`config.mk`:
```
export PLATFORM = sky130hd
export DESIGN_NAME = alu_share_arbiter
export DESIGN_NICKNAME = d
export VERILOG_FILES = /design/src/rtl/alu_share_pkg.sv /design/src/rtl/rr_arbiter.sv /design/src/rtl/alu_share_arbiter.sv
export SDC_FILE = /design/constraint.sdc
export NUM_CORES = 1
export LEC_CHECK = 0
export ABC_AREA = 1
export CAP_MARGIN = 20
export CORE_AREA = 2 2 112 114
export DETAILED_ROUTE_END_ITERATION = 8
export DIE_AREA = 0 0 114 116
export GPL_TIMING_DRIVEN = 0
export PLACE_DENSITY_LB_ADDON = 0.15
export SLEW_MARGIN = 20
export SYNTH_ARGS = -nofsm -noshare
export SYNTH_HDL_FRONTEND = slang
export SYNTH_SLANG_ARGS = --single-unit
```
`constraint.sdc`:
```
create_clock -name clock -period 2.3 [get_ports clock]
set_input_delay 0.46 -clock clock [delete_from_list [all_inputs] [get_ports clock]]
set_output_delay 0.46 -clock clock [all_outputs]
set_load 0.01 [all_outputs]
```
`src/rtl/alu_share_pkg.sv`:
```
// rtl/alu_share_pkg.sv - shared ALU arbiter types, ALU_Control group encodings and defaults
package alu_share_pkg;

   localparam int DEFAULT_DATA_WIDTH = 32;
   localparam int DEFAULT_CTRL_WIDTH = 6;

   // ALU_Control[4:3] operation groups
   localparam logic [1:0] ALU_GRP_LOGIC  = 2'b00;
   localparam logic [1:0] ALU_GRP_ARITH  = 2'b01;
   localparam logic [1:0] ALU_GRP_BRANCH = 2'b10;
   localparam logic [1:0] ALU_GRP_PASS   = 2'b11;

   typedef enum logic {
      RSP_EMPTY = 1'b0,
      RSP_FULL  = 1'b1
   } rsp_state_e;

   function automatic logic branch_taken(input logic [1:0] grp, input logic res_lsb);
      case (grp)
         ALU_GRP_BRANCH:                            return res_lsb;
         ALU_GRP_LOGIC, ALU_GRP_ARITH, ALU_GRP_PASS: return 1'b0;
         default:                                   return 1'b0;
      endcase
   endfunction

endpackage

```
`src/rtl/rr_arbiter.sv`:
```
// rtl/rr_arbiter.sv - round-robin arbiter with one-hot grant, grant index and owned pointer
module rr_arbiter #(
   parameter int NUM_REQ  = 2,
   parameter int ID_WIDTH = 2
) (
   input  logic                clock,
   input  logic                reset_n,
   input  logic [NUM_REQ-1:0]  req,
   input  logic                enable,
   output logic [NUM_REQ-1:0]  grant,
   output logic [ID_WIDTH-1:0] grant_idx,
   output logic [ID_WIDTH-1:0] ptr
);

   logic                any_grant;
   logic [ID_WIDTH-1:0] ptr_nxt;

   // Scan starting at ptr; first valid requester in rotated order wins.
   always_comb begin
      int idx;
      grant     = '0;
      grant_idx = '0;
      any_grant = 1'b0;
      idx       = 0;
      for (int i = 0; i < NUM_REQ; i++) begin
         idx = int'(ptr) + i;
         if (idx >= NUM_REQ) idx = idx - NUM_REQ;
         for (int j = 0; j < NUM_REQ; j++) begin
            if (j == idx && req[j] && enable && !any_grant) begin
               any_grant = 1'b1;
               grant[j]  = 1'b1;
               grant_idx = ID_WIDTH'(j);
            end
         end
      end
   end

   assign ptr_nxt = (grant_idx == ID_WIDTH'(NUM_REQ - 1)) ? '0 : grant_idx + 1'b1;

   always_ff @(posedge clock or negedge reset_n) begin
      if (!reset_n) begin
         ptr <= '0;
      end else if (any_grant) begin
         ptr <= ptr_nxt;
      end
   end

endmodule

```
`src/rtl/alu_share_arbiter.sv`:
```
// rtl/alu_share_arbiter.sv - shares one combinational ALU among requesters, registers the result
module alu_share_arbiter
   import alu_share_pkg::*;
#(
   parameter int NUM_REQ    = 2,
   parameter int DATA_WIDTH = DEFAULT_DATA_WIDTH,
   parameter int CTRL_WIDTH = DEFAULT_CTRL_WIDTH,
   parameter int ID_WIDTH   = 2
) (
   input  logic                          clock,
   input  logic                          reset_n,
   input  logic [NUM_REQ-1:0]            req_valid,
   output logic [NUM_REQ-1:0]            req_ready,
   input  logic [NUM_REQ*CTRL_WIDTH-1:0] req_ctrl,
   input  logic [NUM_REQ-1:0]            req_branch_op,
   input  logic [NUM_REQ*DATA_WIDTH-1:0] req_op_a,
   input  logic [NUM_REQ*DATA_WIDTH-1:0] req_op_b,
   output logic [CTRL_WIDTH-1:0]         alu_ctrl,
   output logic                          alu_branch_op,
   output logic [DATA_WIDTH-1:0]         alu_op_a,
   output logic [DATA_WIDTH-1:0]         alu_op_b,
   input  logic [DATA_WIDTH-1:0]         alu_result,
   output logic                          rsp_valid,
   input  logic                          rsp_ready,
   output logic [ID_WIDTH-1:0]           rsp_id,
   output logic [DATA_WIDTH-1:0]         rsp_result,
   output logic                          rsp_taken
);

   rsp_state_e          state, state_nxt;
   logic                can_accept;
   logic                arb_enable;
   logic                any_grant;
   logic [NUM_REQ-1:0]  grant;
   logic [ID_WIDTH-1:0] grant_idx;
   logic [ID_WIDTH-1:0] rr_ptr;
   logic [ID_WIDTH-1:0] sel_idx;

   assign rsp_valid  = (state == RSP_FULL);
   assign can_accept = !rsp_valid || rsp_ready;
   // Gating with reset_n keeps req_ready low for the whole reset window.
   assign arb_enable = can_accept && reset_n;
   assign any_grant  = |grant;
   assign req_ready  = grant;
   assign sel_idx    = any_grant ? grant_idx : rr_ptr;

   rr_arbiter #(
      .NUM_REQ  (NUM_REQ),
      .ID_WIDTH (ID_WIDTH)
   ) u_rr_arbiter (
      .clock     (clock),
      .reset_n   (reset_n),
      .req       (req_valid),
      .enable    (arb_enable),
      .grant     (grant),
      .grant_idx (grant_idx),
      .ptr       (rr_ptr)
   );

   // With no grant the ALU still sees the requester at the pointer, never X.
   always_comb begin
      alu_ctrl      = req_ctrl[CTRL_WIDTH-1:0];
      alu_branch_op = req_branch_op[0];
      alu_op_a      = req_op_a[DATA_WIDTH-1:0];
      alu_op_b      = req_op_b[DATA_WIDTH-1:0];
      for (int i = 0; i < NUM_REQ; i++) begin
         if (ID_WIDTH'(i) == sel_idx) begin
            alu_ctrl      = req_ctrl[i*CTRL_WIDTH +: CTRL_WIDTH];
            alu_branch_op = req_branch_op[i];
            alu_op_a      = req_op_a[i*DATA_WIDTH +: DATA_WIDTH];
            alu_op_b      = req_op_b[i*DATA_WIDTH +: DATA_WIDTH];
         end
      end
   end

   always_ff @(posedge clock or negedge reset_n) begin
      if (!reset_n) begin
         state <= RSP_EMPTY;
      end else begin
         state <= state_nxt;
      end
   end

   always_comb begin
      state_nxt = state;
      case (state)
         RSP_EMPTY: if (any_grant) state_nxt = RSP_FULL;
         RSP_FULL: begin
            if (any_grant)      state_nxt = RSP_FULL;
            else if (rsp_ready) state_nxt = RSP_EMPTY;
         end
         default:   state_nxt = RSP_EMPTY;
      endcase
   end

   always_ff @(posedge clock or negedge reset_n) begin
      if (!reset_n) begin
         rsp_id     <= '0;
         rsp_result <= '0;
         rsp_taken  <= 1'b0;
      end else if (any_grant) begin
         rsp_id     <= grant_idx;
         rsp_result <= alu_result;
         rsp_taken  <= branch_taken(alu_ctrl[4:3], alu_result[0]);
      end
   end

endmodule
```
==> Yosys cells after proc, flatten, opt, wreduce, memory -nomap -nowiden <==
Cells that the tools add are included.
{ "totals": {"out_inout_bits": 109, "word_cells": 64, "regBits": 38} }
{ "op_classes": {"bitwise_logic": 1, "reduce_logical": 22, "addsub": 4, "mux": 23, "n_eq_ne": 7, "magnitude_cmp": 2} }
{ "ops": {"columns": ["cell", "n"], "rows": [
  ["$mux W32", 4],
  ["$eq A2 B32 Y1 const A", 2],
  ["$logic_not A32 Y1", 2],
  ["$ge A32 B3 Y1 const B", 1],
  ["$sub A32 B3 Y32 const B", 1],
  ["$mux W1", 14],
  ["$logic_and A1 B1 Y1", 12],
  ["$mux W6", 1],
  ["$eq A2 B2 Y1 const B", 2],
  ["$logic_not A1 Y1", 4],
  ["$mux W2", 2],
  ["$pmux W1 S2", 2],
  ["$add A2 B1 Y3 const B", 1],
  ["$reduce_or A3 Y1", 1],
  ["$sub A2 B2 Y3 const B", 1],
  ["$add A1 B1 Y2 const B", 1],
  ["$eq A1 B2 Y1 const A", 1],
  ["$eq A2 B1 Y1 const B", 1],
  ["$ge A2 B2 Y1 const B", 1],
  ["$logic_not A2 Y1", 1],
  ["$reduce_or A2 Y1", 1],
  ["$eq A1 B1 Y1 const B", 1],
  ["$logic_or A1 B1 Y1", 1],
  ["$not A1 Y1", 1]
]} }

==> Depth between registers and ports, before layout <==
{ "depth": {"depth_word": 22, "ltp_mapped": 11, "depth_no_buf": 9} }

==> By module <==
A second synthesis with hierarchy kept.
{ "hier_totals": {"cells_unflattened": 412, "area_unflattened_um2": 2533.7} }
{ "modules_own_cells": {"columns": ["mod", "area_each_um2", "n_inst", "seq_area_each_um2", "cells_each"], "rows": [
  ["alu_share_arbiter", 2448.6, 1, 900.9, 399],
  ["rr_arbiter", 85.1, 1, 25.0, 13]
]} }

==> Worst setup path before layout <==
No wires, ideal clock.
{ "synth_timing": {"kind": "input to output", "startpoint": "input rsp_ready", "endpoint": "output alu_ctrl[0]", "slack_ns": 0.539, "arrival_time_ns": 1.301, "stages": 9, "cell_sequence": "inv_1 -> nand2_2 -> nand2_2 -> o21bai_2 -> buf_4 -> nand2_4 -> buf_2 -> nand2_1 -> nand2_1"} }
{ "synth_between": {"elab_chain_cells": 17} }
{ "synth_rtl": {"columns": ["item", "line_no", "text"], "rows": [
  ["from (decl)", "alu_share_arbiter.sv:24", "input logic rsp_ready,"],
  ["$logic_or A1 B1 Y1 *", "alu_share_arbiter.sv:40", "assign can_accept = !rsp_valid || rsp_ready;"],
  ["$logic_and A1 B1 Y1 *", "alu_share_arbiter.sv:42", "assign arb_enable = can_accept && reset_n;"],
  ["$logic_and A1 B1 Y1", "rr_arbiter.sv:29", "if (j == idx && req[j] && enable && !any_grant) begin"],
  ["$mux W1", "rr_arbiter.sv:29", null],
  ["$logic_not A1 Y1", "rr_arbiter.sv:29", null],
  ["$logic_and A1 B1 Y1", "rr_arbiter.sv:29", null],
  ["$mux W1", "rr_arbiter.sv:29", null],
  ["$logic_not A1 Y1", "rr_arbiter.sv:29", null],
  ["$logic_and A1 B1 Y1", "rr_arbiter.sv:29", null],
  ["$mux W1", "rr_arbiter.sv:29", null],
  ["$logic_not A1 Y1", "rr_arbiter.sv:29", null],
  ["$logic_and A1 B1 Y1", "rr_arbiter.sv:29", null],
  ["$mux W1", "rr_arbiter.sv:29", null],
  ["$reduce_or A2 Y1", "alu_share_arbiter.sv:43", "assign any_grant = |grant;"],
  ["$mux W2 *", "alu_share_arbiter.sv:45", "assign sel_idx = any_grant ? grant_idx : rr_ptr;"],
  ["$eq A1 B2 Y1 *", "alu_share_arbiter.sv:67", "if (ID_WIDTH'(i) == sel_idx) begin"],
  ["$mux W6 *", "alu_share_arbiter.sv:67", null],
  ["to (decl)", "alu_share_arbiter.sv:18", "output logic [CTRL_WIDTH-1:0] alu_ctrl,"]
]} }
Every way passes the cells marked *; elsewhere a longest branch is shown, timed or not.

==> Final worst setup path <==
{ "layout_timing": {"startpoint": "input req_valid[1]", "endpoint": "output alu_op_b[6]"} }
{ "layout_between": {"elab_chain_cells": 14} }
{ "layout_rtl": {"columns": ["item", "line_no", "text"], "rows": [
  ["from (decl)", "alu_share_arbiter.sv:12", "input logic [NUM_REQ-1:0] req_valid,"],
  ["$logic_and A1 B1 Y1 (3 in series)", "rr_arbiter.sv:29", null],
  ["$mux W1", "rr_arbiter.sv:29", null],
  ["$logic_not A1 Y1", "rr_arbiter.sv:29", null],
  ["$logic_and A1 B1 Y1", "rr_arbiter.sv:29", null],
  ["$mux W1", "rr_arbiter.sv:29", null],
  ["$logic_not A1 Y1", "rr_arbiter.sv:29", null],
  ["$logic_and A1 B1 Y1", "rr_arbiter.sv:29", null],
  ["$mux W1", "rr_arbiter.sv:29", null],
  ["$reduce_or A2 Y1", "alu_share_arbiter.sv:43", null],
  ["$mux W2 *", "alu_share_arbiter.sv:45", null],
  ["$eq A1 B2 Y1 *", "alu_share_arbiter.sv:67", null],
  ["$mux W32 *", "alu_share_arbiter.sv:67", null],
  ["to (decl)", "alu_share_arbiter.sv:21", "output logic [DATA_WIDTH-1:0] alu_op_b,"]
]} }
Marks and branches as above.

==> impl_results.md <==
- Placed cell areas: 0.00554 sq mm
- Worst Path Arrival: 1810 ps
- Share of cells above drive strength 1: 0.201
- Largest net degree at the start of global routing: 14
- Core Area: 0.0119 sq mm
- Critical Path Sink Type: primary output
- Die W: 114 um
- TritonCTS Sinks: 36
- First-pass GRT wire length: 20500 um
- Initial DRT Pass Iterations: 4
- Gr ovfl total: 0
- Total Nets Final: 899
- P per Cell Area: 781 mW/mm^2
- Ant diodes: 0
- Antenna Violating Nets Remaining: 0
- Critical Path RT: 1840 ps
- Period minus WS final: 2270 ps
- Routed len/inst: 16.7 um
- Final Cell Area: 0.00605 sq mm
- Placed insts: 838
- Wirelength, routed: 14500 um
- Post-Syn Instances: 404
- Worst-path clk slew: 50 ps
- Hold WS: 187 ps
- Final Max Slew Viols: 0
- Maximum VDD drop: 0.416 mV
- Register area share after synthesis: 0.363
- Yosys cell types: 18
- CTS tree: built
- CP Max Fanout: 5
- Vias in the first global route: 3660
- Final cell count without fillers: 868
- Filler cell count: 1196
- Footprint of the multi-input gates: 0.00149 sq mm
- Max-cap violation count: 0
- Worst-Skew Late Latency: 280 ps
- FMAX: 441 MHz
- CP startpoint kind: input port
- FP Rows: 40
- M3 GR Usage: 0.0544
- Antenna violations before repair: 1
- Synth Warn #: 0
- Register bit total from synthesis: 36
- H-tree depth: 2
- CP max-delay cell: dlygate4sd2_1
- Status: finished clean
- RSZ-0062 raised after global routing: true
- Hold Vio Cnt, Final: 0
- GRT Overall Usage: 0.199
- Crit path largest cell delay: 250 ps
- Mapped Area: 0.00248 sq mm
- Cell chain of the critical path: dlygate4sd2_1, nand2_1, nand2_2, o21bai_4, buf_8, buf_8, buf_12, buf_16, nand3_1, nand2_1, buf_6
- Clock Tree Buf Depth: 2
- Die H: 116 um
- DR vias/cell: 4.45
- Sequential cell area: 901 sq um
- Detailed placer's ending HPWL: 11300 um
- I/O pins: 288
- Initial Util: 0.208
- Syn avg cell area: 6.14 sq um
- DRC violations left: 0
- Commonest non-fill, non-tap cell in the layout: nand2_1
- Net count after synthesis: 583
- Gr busiest metal: met2
- Most frequent cells in the layout: nand2_1 (237), clkdlybuf4s50_1 (210), nand3_1 (70)
- Met1 Usage GRT: 0.248
- Clock Skews: 3.87 ps
- CTS root buf: clkbuf_16
- Period utilization: 0.985
- Hold Crit Class: in -> async
- Leakage power: 3.06 nW
- Vias: 3862
- Area grow syn2layout: 144%
- Final Power: 4.72 mW
- Total CTS buffers: 5
- Die Area: 0.0132 sq mm
- Initial DRC count: 202
- GPL Wtd Cong: 0.794
- Crit path kind: in -> out
- Endpoints failing setup: 0
- Met2 usage: 0.352
- I/O Buffers: 286
[layer usage]
metal | wire [um] | share of wire | vias up
li1 | - | - | 1887
met1 | 5910 | 0.41 | 1792
met2 | 7280 | 0.50 | 174
met3 | 1220 | 0.084 | 9
met4 | 115 | 0.0079 | 0
met5 | 0 | 0 | -
[registers in the layout, indices dropped and copies added, names as in the netlist]
register	cells
rsp_id	1
rsp_result	32
u_rr_arbiter.ptr	1
rsp_taken	1
rsp_valid	1
[cell usage after synthesis]
cell | instances | area [sq um]
dfrtp_1 | 36 | 901
inv_2 | 1 | 3.75
buf_6 | 1 | 11.3
nor2_4 | 1 | 11.3
buf_2 | 25 | 125
o21bai_2 | 1 | 11.3
nor2_2 | 3 | 18.8
conb_1 | 1 | 3.75
nor3_4 | 1 | 16.3
buf_4 | 3 | 22.5
nand2_4 | 1 | 11.3
nor2_1 | 1 | 3.75
nand2_2 | 2 | 12.5
o21ai_0 | 2 | 10.0
nand3_1 | 72 | 360
nand3_2 | 1 | 10.0
inv_1 | 9 | 33.8
nand2_1 | 243 | 912
[worst max-delay path, delay by kind of cell]
kind,cells,cell delay (ps)
compound gates,1,160
buf+inv,6,850
simple gates,4,310
[per-stage QoR]
step	TNS, ps	util	setup slack [ps]
6_report	0	0.508	33.6
5_1_grt	-254	0.508	-49.2
4_1_cts	-33.9	0.509	-17.3
3_5_place_dp	-50160	0.465	-778
3_3_place_gp	-206130	0.464	-2320
2_1_floorplan	0	-	539
[cells by family (layout without fill, tap and decap cells)]
kind of cell	count (synthesis)	after routing	share of synthesized area
compound gates	3	3	0.00858
buf+inv	39	354	0.0792
flops	36	36	0.363
other cells	1	1	0.00151
simple gates	325	327	0.547
[final cells by class]
type | count | share of cell area
Tap cell | 147 | 0.0304
Inverter | 10 | 0.00621
Sequential cell | 36 | 0.149
Buffer | 28 | 0.0474
Clock buffer | 7 | 0.0252
Clock inverter | 1 | 0.00497
Multi-Input combinational cell | 331 | 0.246
Timing Repair Buffer | 308 | 0.490
[repair_timing]
action / CTS / global route
buffers inserted: 9 / 3
cloned: 7 / 4
pin swaps: 9 / 8
hold buffers: 2 / 0
gates resized for setup: 260 / 63
endpoints found under the hold margin: 4 / 0
setup endpoints to repair: 73 / 63
[report_power, final]
group	leakage, nW	internal [mW]	switching, mW
clock network	0.0901	0.570	0.250
registers	0.443	0.814	0.103
logic	2.53	1.58	1.41
[worst paths after layout]
| check | from | endpoint | slack [ps] | depth (start not counted) |
|---|---|---|---|---|
| worst max-delay path | req_valid[1] | alu_op_b[6] | 30 | 11 |
| worst min-delay path | reset_n | rsp_result[15]$_DFFE_PN0P_ | 190 | 3 |
| worst max register to register | u_rr_arbiter.ptr[0]$_DFFE_PN0P_ | rsp_taken$_DFFE_PN0P_ | 650 | 11 |
| worst min register to register | rsp_result[13]$_DFFE_PN0P_ | rsp_result[13]$_DFFE_PN0P_ | 480 | 2 |
| max in group asynchronous | reset_n | rsp_result[0]$_DFFE_PN0P_ | 1330 | 2 |
| min in group clock | rsp_result[13]$_DFFE_PN0P_ | rsp_result[13]$_DFFE_PN0P_ | 480 | 2 |
Note: power is estimated with default switching activity, not from simulation.
